===== config.mk =====
export PLATFORM = sky130hd
export DESIGN_NAME = s298_event_capture
export DESIGN_NICKNAME = d
export VERILOG_FILES = /design/src/rtl/s298_event_capture.sv
export SDC_FILE = /design/constraint.sdc
export NUM_CORES = 1
export LEC_CHECK = 0
export ABC_CLOCK_PERIOD_IN_PS = 3800
export CAP_MARGIN = 20
export CORE_MARGIN = 5
export CORE_UTILIZATION = 60
export CTS_BUF_LIST = sky130_fd_sc_hd__clkbuf_16
export CTS_CLUSTER_DIAMETER = 80
export CTS_CLUSTER_SIZE = 16
export DETAILED_ROUTE_END_ITERATION = 8
export PLACE_DENSITY = 0.83
export SETUP_SLACK_MARGIN = 0.02
export SYNTH_ARGS = -nofsm -noshare
export SYNTH_HDL_FRONTEND = slang
export SYNTH_SLANG_ARGS = --single-unit

===== constraint.sdc =====
create_clock -name CK -period 3.8 [get_ports CK]
set_input_delay 0.38 -clock CK [delete_from_list [all_inputs] [get_ports CK]]
set_output_delay 0.38 -clock CK [all_outputs]
set_load 0.03 [all_outputs]

===== src/rtl/s298_event_capture.sv =====
// Change-event capture for the s298 controller outputs: timestamps every
// change of STATE_IN and queues {state, timestamp} words in a small FIFO.
module s298_event_capture #(
   parameter int DEPTH = 4,
   parameter int TSW   = 8
) (
   input  logic                     CK,
   input  logic                     RN,
   input  logic                     EN,
   input  logic [5:0]               STATE_IN,
   output logic                     EVT_VALID,
   input  logic                     EVT_READY,
   output logic [6+TSW-1:0]         EVT_DATA,
   output logic                     OVF,
   input  logic                     CLR_OVF,
   output logic [$clog2(DEPTH):0]   COUNT
);

   localparam int AW = $clog2(DEPTH);
   localparam int EW = 6 + TSW;
   localparam logic [AW:0] FULL_CNT = (AW+1)'(DEPTH);

   logic [TSW-1:0] ts;
   logic [5:0]     prev;
   logic           primed;
   logic [AW-1:0]  wptr;
   logic [AW-1:0]  rptr;
   logic [AW:0]    count;
   logic           ovf_q;
   logic [EW-1:0]  mem [DEPTH];

   logic change;
   logic pop;
   logic full;
   logic accept;
   logic drop;

   // Pop decision uses the occupancy before this edge, so a push into an
   // empty FIFO can never be consumed on the same edge.
   always_comb begin
      change = EN && primed && (STATE_IN != prev);
      pop    = (count != '0) && EVT_READY;
      full   = (count == FULL_CNT);
      accept = change && (!full || pop);
      drop   = change && full && !pop;
   end

   always_ff @(posedge CK or negedge RN) begin
      if (!RN) begin
         ts     <= '0;
         prev   <= '0;
         primed <= 1'b0;
      end else if (EN) begin
         ts     <= ts + TSW'(1);
         prev   <= STATE_IN;
         primed <= 1'b1;
      end else begin
         primed <= 1'b0;
      end
   end

   always_ff @(posedge CK or negedge RN) begin
      if (!RN) begin
         wptr  <= '0;
         rptr  <= '0;
         count <= '0;
         ovf_q <= 1'b0;
      end else begin
         if (accept)
            wptr <= wptr + AW'(1);
         if (pop)
            rptr <= rptr + AW'(1);
         case ({accept, pop})
            2'b10:   count <= count + (AW+1)'(1);
            2'b01:   count <= count - (AW+1)'(1);
            default: count <= count;
         endcase
         // A drop on the same edge as a clear leaves the flag set.
         if (drop)
            ovf_q <= 1'b1;
         else if (CLR_OVF)
            ovf_q <= 1'b0;
      end
   end

   // Storage is data only; occupancy and pointers decide what is meaningful.
   always_ff @(posedge CK) begin
      if (accept)
         mem[wptr] <= {STATE_IN, ts};
   end

   assign EVT_VALID = (count != '0);
   assign EVT_DATA  = mem[rptr];
   assign OVF       = ovf_q;
   assign COUNT     = count;

endmodule


==> results of run 1 <==
-- synthesized netlist by cell type, drive strengths merged --
library cell and count:
a211oi 1, a31oi 1, and2 1, and2b 1, and3 5, buf 5
clkbuf 1, dfrtp 23, edfxtp 56, fa 1, ha 5, inv 4
mux2 9, mux2i 2, mux4 14, nand2 4, nand2b 1, nand3 5
nand4 2, nor2 6, nor3 1, nor3b 1, nor4 1, o21a 1
o21ai 1, o22ai 1, or3 1, or4b 1, xnor2 10, xor2 7
-- power breakdown --
group          switching [W]  leakage [nW]  internal (W)  total [W]
combinational       0.000449         0.470      0.000470   0.000918
clock               0.000307         0.133      0.000430   0.000737
sequential          0.000215         0.789       0.00112    0.00134
-- worst reg2reg max path, delay by kind of cell (launching register included) --
family | cells | cell delay (ns)
compound gates | 1 | 0.15
simple gates | 2 | 0.46
flops | 1 | 0.38
mux | 1 | 0.28
buf+inv | 1 | 0.19
fa+ha+maj | 1 | 0.44
xor+xnor | 1 | 0.16
-- through the flow --
step	util, %	total power [W]	area (um^2)	hold slack (ns)	cells
2_1_floorplan	-	0.00191	3170	0.0844	172
3_3_place_gp	69.3	0.00222	3540	0.510	267
3_5_place_dp	69.3	0.00228	3540	0.518	267
4_1_cts	74.3	0.00301	3800	0.530	283
5_1_grt	74.9	0.00315	3820	0.273	284
6_report	74.9	0.00299	3820	0.275	284
-- registers in the layout (all words and copies together), names as in the netlist --
signal / cells
prev: 6
COUNT: 3
ts: 8
rptr: 2
mem: 56
OVF: 1
wptr: 2
primed: 1
-- metal layers --
metal  vias up  GRT usage [%]  routed length [um]
met4         0           7.68                  70
met3         7           4.12                 223
met1       837           23.3                2190
met5         -              0                   0
met2        33           31.2                2890
li1        736              -                   -
-- logic make-up (layout without fill, tap and decap cells) --
logic type / after synthesis / after routing
AOI/OAI and AO/OA: 5 / 5
xor gates and xnor gates: 17 / 17
adders and majority gates: 6 / 6
buffers and inverters: 10 / 52
DFF: 79 / 79
muxes: 25 / 25
and+or+nand+nor: 30 / 30
-- worst min-delay path by stage --
| stage | from | endpoint | slack (ns) | cells after the start |
|---|---|---|---|---|
| 2_1_floorplan | RN | COUNT[0] | 0.08 | 0 |
| 3_3_place_gp | prev[3] | prev[3] | 0.51 | 1 |
| 3_5_place_dp | prev[5] | prev[5] | 0.52 | 1 |
| 4_1_cts | prev[5] | prev[5] | 0.53 | 1 |
| 5_1_grt | RN | COUNT[1] | 0.27 | 1 |
| 6_report | RN | COUNT[2] | 0.28 | 1 |
-- area by class of cell --
cell class | count | share of cell area, %
Multi-Input combinational cell | 83 | 22.8
Inverter | 4 | 0.393
Clock buffer | 9 | 5.89
Timing Repair Buffer | 32 | 8.70
Tap cell | 70 | 2.29
Clock inverter | 7 | 0.851
Sequential cell | 79 | 59.0
==> out/qor.txt, run 1 <==
GRT Util Overall: 18.5%
cells taking the most area after synthesis: edfxtp_1 (53%), dfrtp_1 (18%), mux4_2 (9.9%)
Final period util: 75.7%
footprint of the multi-input gates: 873 um^2
fin nets: 226
Worst-Margin Slew: 0.932 ns
Setup CP Type: flop to output port
first-pass GRT wire length: 8940 um
critical path launch point: rptr[0]
pin count of the biggest net entering global routing: 24
Setup crit end: EVT_DATA[12]
share of layout cells above drive strength 1: 20.6%
# fillers: 308
H-tree depth: 3
Final ANT Viol Nets: 0
skew final: 0.00667 ns
Inserted Clock Buffers: 9
Post-CTS Resized: 0
HP Class: input port to async pin
# IOs: 30
largest family of logic cells by synthesized area: multiplexers
Slowest-stage cell, CP: dfrtp_1
Iteration-0 DRC Markers: 98
commonest non-fill, non-tap cell in the layout: edfxtp_1
Achievable Freq: 0.348 GHz
final count of hold timing violations: 0
crit path buf inv count: 1
setup ws final: 0.925 ns
Post-CTS Hold Fix Bufs: 0
clock sinks: 79
syn_nets: 189
WL final: 5370 um
crit end category: output port
pwr/cell area: 783 nW/um^2
mux cell area share after synthesis: 13.9%
die span in x: 82.7 um
P_leak: 1.39 nW
Synth Area in Compound Gates: 1.03%
syn_area_per_cell: 18.4 um^2
Die Area: 6840 um^2
Root Driver: clkbuf_16
Worst R2R Start: prev[5]
commonest cells after routing, fill and taps aside: edfxtp_1 (56), clkdlybuf4s50_1 (29), dfrtp_1 (23), mux4_2 (14), xnor2_1 (10)
max-slew violations: 0
status: completed
wire per inst: 18.9 um
crit path cell chain: mux4_2 -> clkdlybuf4s50_1
Synth Instances: 172
Place WS: 1.02 ns
vias in the first global route: 1722
Cell Area, Synth: 3170 um^2
Synth Area in Simple Gates: 5.32%
Synth cell types: 33
drt via density: 5.68
CP Depth: 2
Layout area overhead: 20.5%
initial antenna violation count: 0
grt total ovfl: 0
initial core utilization: 62.1%
via count: 1613
endpoints failing setup: 0
ant diodes: 0
setup bufs post-CTS: 0
Rows: 26
CP peak stage delay: 0.95 ns
Seq/Total Area, Yosys: 71.1%
fin crit period: 2.88 ns
Die Y: 82.7 um
Sequential cell area: 2260 um^2
RSZ-0062 raised after global routing: false
clock transition at the registers of the reported paths: 0.05 ns
Detail Placement HPWL: 3450 um
core area: 5110 um^2
maximum vdd ir drop: 0.518 mV
gpl congestion: 0.765
xor and xnor fraction of the mapped netlist area: 4.69%
RR Endpoint: COUNT[1]
Clock Latency Late Sink: 0.32 ns
total iterations of the first detailed-routing run: 4
Synth area leader: edfxtp_1
critical path's top delay family: flip-flops
Worst Reg-to-Reg Cells: 7
R2R setup slack: 1.61 ns
CP Launch Type: flop
CTS tree: yes
Buffers on Ports: 29
Worst Path Arrival: 2.50 ns
Synth Warn #: 0
Max-cap violations: 0
Setup Total Neg Slack: 0 ns
worst-case clock buffer depth: 2
Required @ worst endpoint: 3.42 ns
synthesized flop and latch total: 79
Yosys top cell area share: 53.0%
crit path max fanout: 15
DRC: 0
adder-cell area share of the yosys netlist: 2.60%
Slew headroom: 37.8%
Note: power is estimated with default switching activity, not from simulation.
==> run 2: changes to the inputs <==
--- a/config.mk
+++ b/config.mk
@@ -5,15 +5,15 @@
 export SDC_FILE = /design/constraint.sdc
 export NUM_CORES = 1
 export LEC_CHECK = 0
-export ABC_CLOCK_PERIOD_IN_PS = 3800
+export ABC_CLOCK_PERIOD_IN_PS = 2400
 export CAP_MARGIN = 20
 export CORE_MARGIN = 5
-export CORE_UTILIZATION = 60
+export CORE_UTILIZATION = 51
 export CTS_BUF_LIST = sky130_fd_sc_hd__clkbuf_16
 export CTS_CLUSTER_DIAMETER = 80
 export CTS_CLUSTER_SIZE = 16
 export DETAILED_ROUTE_END_ITERATION = 8
-export PLACE_DENSITY = 0.83
+export PLACE_DENSITY = 0.75
 export SETUP_SLACK_MARGIN = 0.02
 export SYNTH_ARGS = -nofsm -noshare
 export SYNTH_HDL_FRONTEND = slang
==> constraint.sdc (replaced) <==
create_clock -name CK -period 2.4 [get_ports CK]
set_input_delay 0.24 -clock CK [delete_from_list [all_inputs] [get_ports CK]]
set_output_delay 0.24 -clock CK [all_outputs]
set_load 0.03 [all_outputs]
==> run 2 against run 1 <==
Against the previous run: non-clock buffer count is 4 higher; combinational power up 72%; clock power grew 89%; core utilization down 9.6 points; register-to-register slack got worse by 1.4 ns; sequential power grew 51%; critical path depth increased by 1; via count is 0.74% lower; first-iteration DRC count down 2.0%; routed wire length is 0.22% higher; die area is 15% higher; flip-flop and latch count unchanged; largest cell class unchanged; highest routed layer unchanged.
==> out/qor.txt, run 2 (synthesis results as in run 1) <==
status: completed (unchanged)
Buffers on Ports: 29 (unchanged)
Rows: 28 (was 26)
Layout area overhead: 23.3% (was 20.5%)
crit end category: output port (unchanged)
endpoints failing setup: 0 (unchanged)
clock share of power: 27.9% (was 24.6%)
combinational share of power: 31.6% (was 30.7%)
Worst R2R Start: COUNT[0] (was prev[5])
crit path max fanout: 14 (was 15)
Biggest register: mem (unchanged)
H-tree depth: 3 (unchanged)
total iterations of the first detailed-routing run: 4 (unchanged)
Iteration-0 DRC Markers: 96 (was 98)
DRC: 0 (unchanged)
RSZ-0062 raised after global routing: false (unchanged)
CTS tree: yes (unchanged)
Setup CP Type: flop to output port (unchanged)
clock sinks: 79 (unchanged)
pin count of the biggest net entering global routing: 24 (unchanged)
initial antenna violation count: 0 (unchanged)
gpl congestion: 0.779 (was 0.765)
share of layout cells above drive strength 1: 22.9% (was 20.6%)
commonest cells after routing, fill and taps aside: edfxtp_1 (56), clkdlybuf4s50_1 (28), dfrtp_1 (23), mux4_2 (14), xnor2_1 (10) (was edfxtp_1 (56), clkdlybuf4s50_1 (29), dfrtp_1 (23), mux4_2 (14), xnor2_1 (10))
pwr/cell area: 1280 nW/um^2 (was 783 nW/um^2)
commonest non-fill, non-tap cell in the layout: edfxtp_1 (unchanged)
initial core utilization: 53.0% (was 62.1%)
critical path's top delay family: buffers and inverters (was flip-flops)
worst-case clock buffer depth: 2 (unchanged)
clock transition at the registers of the reported paths: 0.06 ns (was 0.05 ns)
via count: 1601 (was 1613)
CP peak stage delay: 0.60 ns (was 0.95 ns)
Power Internal: 0.00345 W (was 0.00202 W)
maximum vdd ir drop: 0.782 mV (was 0.518 mV)
grt total ovfl: 0 (unchanged)
Required @ worst endpoint: 2.16 ns (was 3.42 ns)
R2R setup slack: 0.24 ns (was 1.61 ns)
Largest regs: mem x56, ts x8, prev x6 (unchanged)
RR Endpoint: COUNT[2] (was COUNT[1])
crit path buf inv count: 2 (was 1)
die span in x: 88.9 um (was 82.7 um)
dpl cell area: 3590 um^2 (was 3540 um^2)
WL final: 5380 um (was 5370 um)
Flop pwr share: 40.5% (was 44.7%)
Die Y: 88.9 um (was 82.7 um)
core area: 5990 um^2 (was 5110 um^2)
CP Launch Type: flop (unchanged)
Max-cap violations: 0 (unchanged)
Achievable Freq: 0.435 GHz
fin crit period: 2.30 ns
wire per inst: 18.4 um (was 18.9 um)
Slew headroom: 73.4% (was 37.8%)
Root Driver: clkbuf_16 (unchanged)
Largest register FFs: 56 (unchanged)
Slowest-stage cell, CP: clkdlybuf4s50_1 (was dfrtp_1)
HP Class: input port to async pin (unchanged)
first-pass GRT wire length: 8680 um (was 8940 um)
max-slew violations: 0 (unchanged)
skew final: 0.00686 ns (was 0.00667 ns)
Worst-Margin Slew: 0.398 ns (was 0.932 ns)
# IOs: 30 (unchanged)
Clock Latency Late Sink: 0.32 ns (about the same)
CP Depth: 3 (was 2)
vias in the first global route: 1727 (was 1722)
fin nets: 230 (was 226)
sw frac: 30.7% (was 32.4%)
Final Core Density: 65.3% (was 74.9%)
crit path cell chain: buf_12 -> mux4_2 -> clkdlybuf4s50_1 (was mux4_2 -> clkdlybuf4s50_1)
P_leak: 1.44 nW (was 1.39 nW)
setup bufs post-CTS: 0 (unchanged)
GRT Util Overall: 15.2% (was 18.5%)
switching power: 0.00153 W (was 0.000971 W)
Final period util: 95.9%
Setup Total Neg Slack: 0 ns (unchanged)
Inserted Clock Buffers: 9 (unchanged)
final count of hold timing violations: 0 (unchanged)
Worst Reg-to-Reg Cells: 7 (unchanged)
Finished Cell Area: 3910 um^2 (was 3820 um^2)
drt via density: 5.46 (was 5.68)
Worst Path Arrival: 2.06 ns (was 2.50 ns)
ant diodes: 0 (unchanged)
Final ANT Viol Nets: 0 (unchanged)
Detail Placement HPWL: 3590 um (was 3450 um)
Die Area: 7900 um^2 (was 6840 um^2)
[run 2: cell count changes in the layout (fill, tap and decap cells not counted), sizes merged]
cell / change
buf: +4
bufinv: +2
clkdlybuf4s50: -1
clkinv: -1
dlymetal6s2s: +1
inv: -1
[run 2: power groups by stage]
stage / combinational (W) / sequential, W / clock (W)
after CTS: 0.00161 / 0.00202 / 0.00142
after global placement: 0.00157 / 0.00201 / 0
final: 0.00158 / 0.00202 / 0.00139
after floorplan: 0.00101 / 0.00202 / 0
after detailed placement: 0.00161 / 0.00205 / 0
after global routing: 0.00169 / 0.00206 / 0.00148
[run 2: timing repair]
| action | CTS | global route |
|---|---|---|
| setup endpoints to repair | 0 | 1 |
| hold buffers | 0 | 0 |
| resized for setup | 0 | 1 |
[run 2: metal layers]
metal  share of wire [%]  track usage, %  vias to the layer above
met5                   0               0                        -
met4                 1.0            6.18                        0
met3                 3.7            3.54                        6
met2                  55            26.5                       31
met1                  40            18.3                      813
li1                    -               -                      751
[run 2: metrics by stage]
stage	total power, W	setup WS [ns]	hold slack, ns	cells
3_5_place_dp	0.00365	-0.0424	0.518	277
6_report	0.00499	0.0996	0.272	293
3_3_place_gp	0.00358	0.0404	0.513	277
5_1_grt	0.00522	0.0267	0.297	293
2_1_floorplan	0.00303	0.143	-0.0556	172
4_1_cts	0.00505	0.0525	0.272	293
[run 2: worst max-delay path by stage]
| stage | from | endpoint | slack, ns |
|---|---|---|---|
| 2_1_floorplan | COUNT[0] | COUNT[2] | 0.14 |
| 3_3_place_gp | STATE_IN[0] | COUNT[1] | 0.04 |
| 3_5_place_dp | STATE_IN[0] | COUNT[1] | -0.04 |
| 4_1_cts | rptr[0] | EVT_DATA[12] | 0.05 |
| 5_1_grt | rptr[0] | EVT_DATA[10] | 0.03 |
| 6_report | rptr[0] | EVT_DATA[5] | 0.1 |
[run 2: cell type report]
cell class	count	area (um^2)
clock inverters	7	88.8
fillers	416	2080
well taps	75	93.8
repair buffers	36	358
inverters	4	15.0
flip-flops and latches	79	2260
multi-input cells	83	873
clock buffers	9	225
==> run 3: changes to the inputs <==
--- a/config.mk
+++ b/config.mk
@@ -7,7 +7,6 @@
 export LEC_CHECK = 0
 export ABC_CLOCK_PERIOD_IN_PS = 2400
 export CAP_MARGIN = 20
-export CORE_MARGIN = 5
 export CORE_UTILIZATION = 51
 export CTS_BUF_LIST = sky130_fd_sc_hd__clkbuf_16
 export CTS_CLUSTER_DIAMETER = 80
==> run 3 against run 2 <==
Against the previous run: cell area down 0.19%; non-clock buffer count up 1; fmax about the same; first-iteration DRC count up 16%; sequential power about the same; setup slack better by 0.0019 ns.
==> out/qor.txt, run 3 (synthesis results as in run 1) <==
status: completed (unchanged)
crit path cell chain: buf_4 -> mux4_2 -> clkdlybuf4s50_1 (was buf_12 -> mux4_2 -> clkdlybuf4s50_1)
Setup CP Type: flop to output port (unchanged)
Die Area: 6540 um^2 (was 7900 um^2)
RSZ-0062 raised after global routing: false (unchanged)
H-tree depth: 3 (unchanged)
Slowest-stage cell, CP: clkdlybuf4s50_1 (unchanged)
via count: 1604 (was 1601)
Final ANT Viol Nets: 0 (unchanged)
die span in x: 80.9 um (was 88.9 um)
Setup Total Neg Slack: 0 ns (unchanged)
Inserted Clock Buffers: 9 (unchanged)
initial core utilization: 53.3% (was 53.0%)
skew final: 0.00677 ns (was 0.00686 ns)
setup bufs post-CTS: 0 (unchanged)
crit end category: output port (unchanged)
R2R setup slack: 0.35 ns (was 0.24 ns)
CP peak stage delay: 0.60 ns (about the same)
Final Non-Filler Cells: 294 (was 293)
clock sinks: 79 (unchanged)
HP Class: input port to async pin (unchanged)
fin crit period: 2.30 ns (about the same)
Die Y: 80.9 um (was 88.9 um)
Power Internal: 0.00333 W (was 0.00345 W)
CP Depth: 3 (unchanged)
combinational share of power: 32.2% (was 31.6%)
switching power: 0.00155 W (was 0.00153 W)
# IOs: 30 (unchanged)
max-slew violations: 0 (unchanged)
Biggest register: mem (unchanged)
maximum vdd ir drop: 0.861 mV (was 0.782 mV)
CP Launch Type: flop (unchanged)
Detail Placement HPWL: 3400 um (was 3590 um)
critical path's top delay family: buffers and inverters (unchanged)
Slew headroom: 74.0% (was 73.4%)
Required @ worst endpoint: 2.16 ns (about the same)
Achievable Freq: 0.435 GHz (about the same)
worst-case clock buffer depth: 2 (unchanged)
GRT Util Overall: 19.3% (was 15.2%)
first-pass GRT wire length: 8670 um (was 8680 um)
initial antenna violation count: 0 (unchanged)
Layout area overhead: 23.0% (was 23.3%)
P_leak: 1.51 nW (was 1.44 nW)
CTS tree: yes (unchanged)
fin nets: 231 (was 230)
Post-CTS Resized: 0 (unchanged)
Largest register FFs: 56 (unchanged)
Rows: 28 (unchanged)
pwr/cell area: 1250 nW/um^2 (was 1280 nW/um^2)
placed cells: 278 (was 277)
clock share of power: 26.8% (was 27.9%)
wire per inst: 18.5 um (was 18.4 um)
Buffers on Ports: 29 (unchanged)
Flop pwr share: 41.0% (was 40.5%)
Worst R2R Start: COUNT[0] (unchanged)
grt total ovfl: 0 (unchanged)
sw frac: 31.8% (was 30.7%)
drt via density: 5.46 (about the same)
ant diodes: 0 (unchanged)
# fillers: 427 (was 416)
total iterations of the first detailed-routing run: 4 (unchanged)
pin count of the biggest net entering global routing: 24 (unchanged)
clock transition at the registers of the reported paths: 0.06 ns (about the same)
DRC: 0 (unchanged)
Post-CTS Hold Fix Bufs: 0 (unchanged)
RR Endpoint: COUNT[2] (unchanged)
Largest regs: mem x56, ts x8, prev x6 (unchanged)
commonest non-fill, non-tap cell in the layout: edfxtp_1 (unchanged)
WL final: 5430 um (was 5380 um)
share of layout cells above drive strength 1: 23.3% (was 22.9%)
Max-cap violations: 0 (unchanged)
Clock Latency Late Sink: 0.33 ns (was 0.32 ns)
crit path buf inv count: 2 (unchanged)
Worst-Margin Slew: 0.389 ns (was 0.398 ns)
vias in the first global route: 1708 (was 1727)
commonest cells after routing, fill and taps aside: edfxtp_1 (56), dfrtp_1 (23), clkdlybuf4s50_1 (19), mux4_2 (14) (was edfxtp_1 (56), clkdlybuf4s50_1 (28), dfrtp_1 (23), mux4_2 (14), xnor2_1 (10))
core area: 5960 um^2 (was 5990 um^2)
crit path max fanout: 11 (was 14)
final count of hold timing violations: 0 (unchanged)
Worst Reg-to-Reg Cells: 7 (unchanged)
Root Driver: clkbuf_16 (unchanged)
endpoints failing setup: 0 (unchanged)
Worst Path Arrival: 2.06 ns (about the same)
Iteration-0 DRC Markers: 111 (was 96)
Final period util: 95.8% (was 95.9%)
gpl congestion: 0.707 (was 0.779)
[run 3: changes by cell type in the layout (fill, tap and decap cells not counted), sizes merged]
| cell | delta |
|---|---|
| clkdlybuf4s50 | -9 |
| dlymetal6s2s | +9 |
| inv | -1 |
| bufinv | -1 |
| buf | +1 |
| clkinv | +2 |
[run 3: how the worst max path moves through the flow]
stage	from	end	slack, ns
final	rptr[0]	EVT_DATA[12]	0.10
after floorplan	COUNT[0]	COUNT[2]	0.14
after global placement	STATE_IN[3]	COUNT[2]	0.02
after CTS	rptr[0]	EVT_DATA[13]	0.04
after global routing	rptr[0]	EVT_DATA[12]	0.02
after detailed placement	STATE_IN[0]	COUNT[1]	0.003
[run 3: metal layers]
layer  wire length (um)  track usage (%)  up-vias
li1                   -                -      738
met5                  0                0        -
met1               2250             23.8      811
met4                 96             9.11        0
met2               2850             31.6       46
met3                230             5.39        9
[run 3: power groups by stage]
stage	sequential, W	clock [W]	combinational [W]
after detailed placement	0.00203	0	0.00161
after global routing	0.00205	0.00139	0.00169
final	0.00200	0.00131	0.00157
after global placement	0.00200	0	0.00159
after floorplan	0.00202	0	0.00101
after CTS	0.00201	0.00132	0.00162
[run 3: stage by stage]
step	hold slack (ns)	area [um^2]	power [W]	utilization, %	setup WS, ns
final	0.263	3900	0.00488	65.5	0.102
after global routing	0.315	3900	0.00513	65.5	0.0215
after CTS	0.282	3880	0.00495	65.1	0.0405
after floorplan	-0.0556	3170	0.00303	-	0.143
after detailed placement	0.517	3590	0.00364	60.3	0.00269
after global placement	0.511	3590	0.00359	60.3	0.0194
[run 3: worst register-to-register path, stage by stage (launching register included)]
cell	delay [ns]
dfrtp_1	0.46
or3_1	0.43
nand2_1	0.19
nor2_1	0.09
fa_1	0.37
and3_1	0.16
mux2i_1	0.16
xnor2_1	0.13
[run 3: layout make-up]
type	count	area (um^2)	area share, %
clock buffers	9	225	5.77
clock inverters	7	63.8	1.63
inverters	4	15.0	0.385
multi-input cells	83	873	22.4
flip-flops and latches	79	2260	57.8
well taps	75	93.8	2.40
repair buffers	37	375	9.62
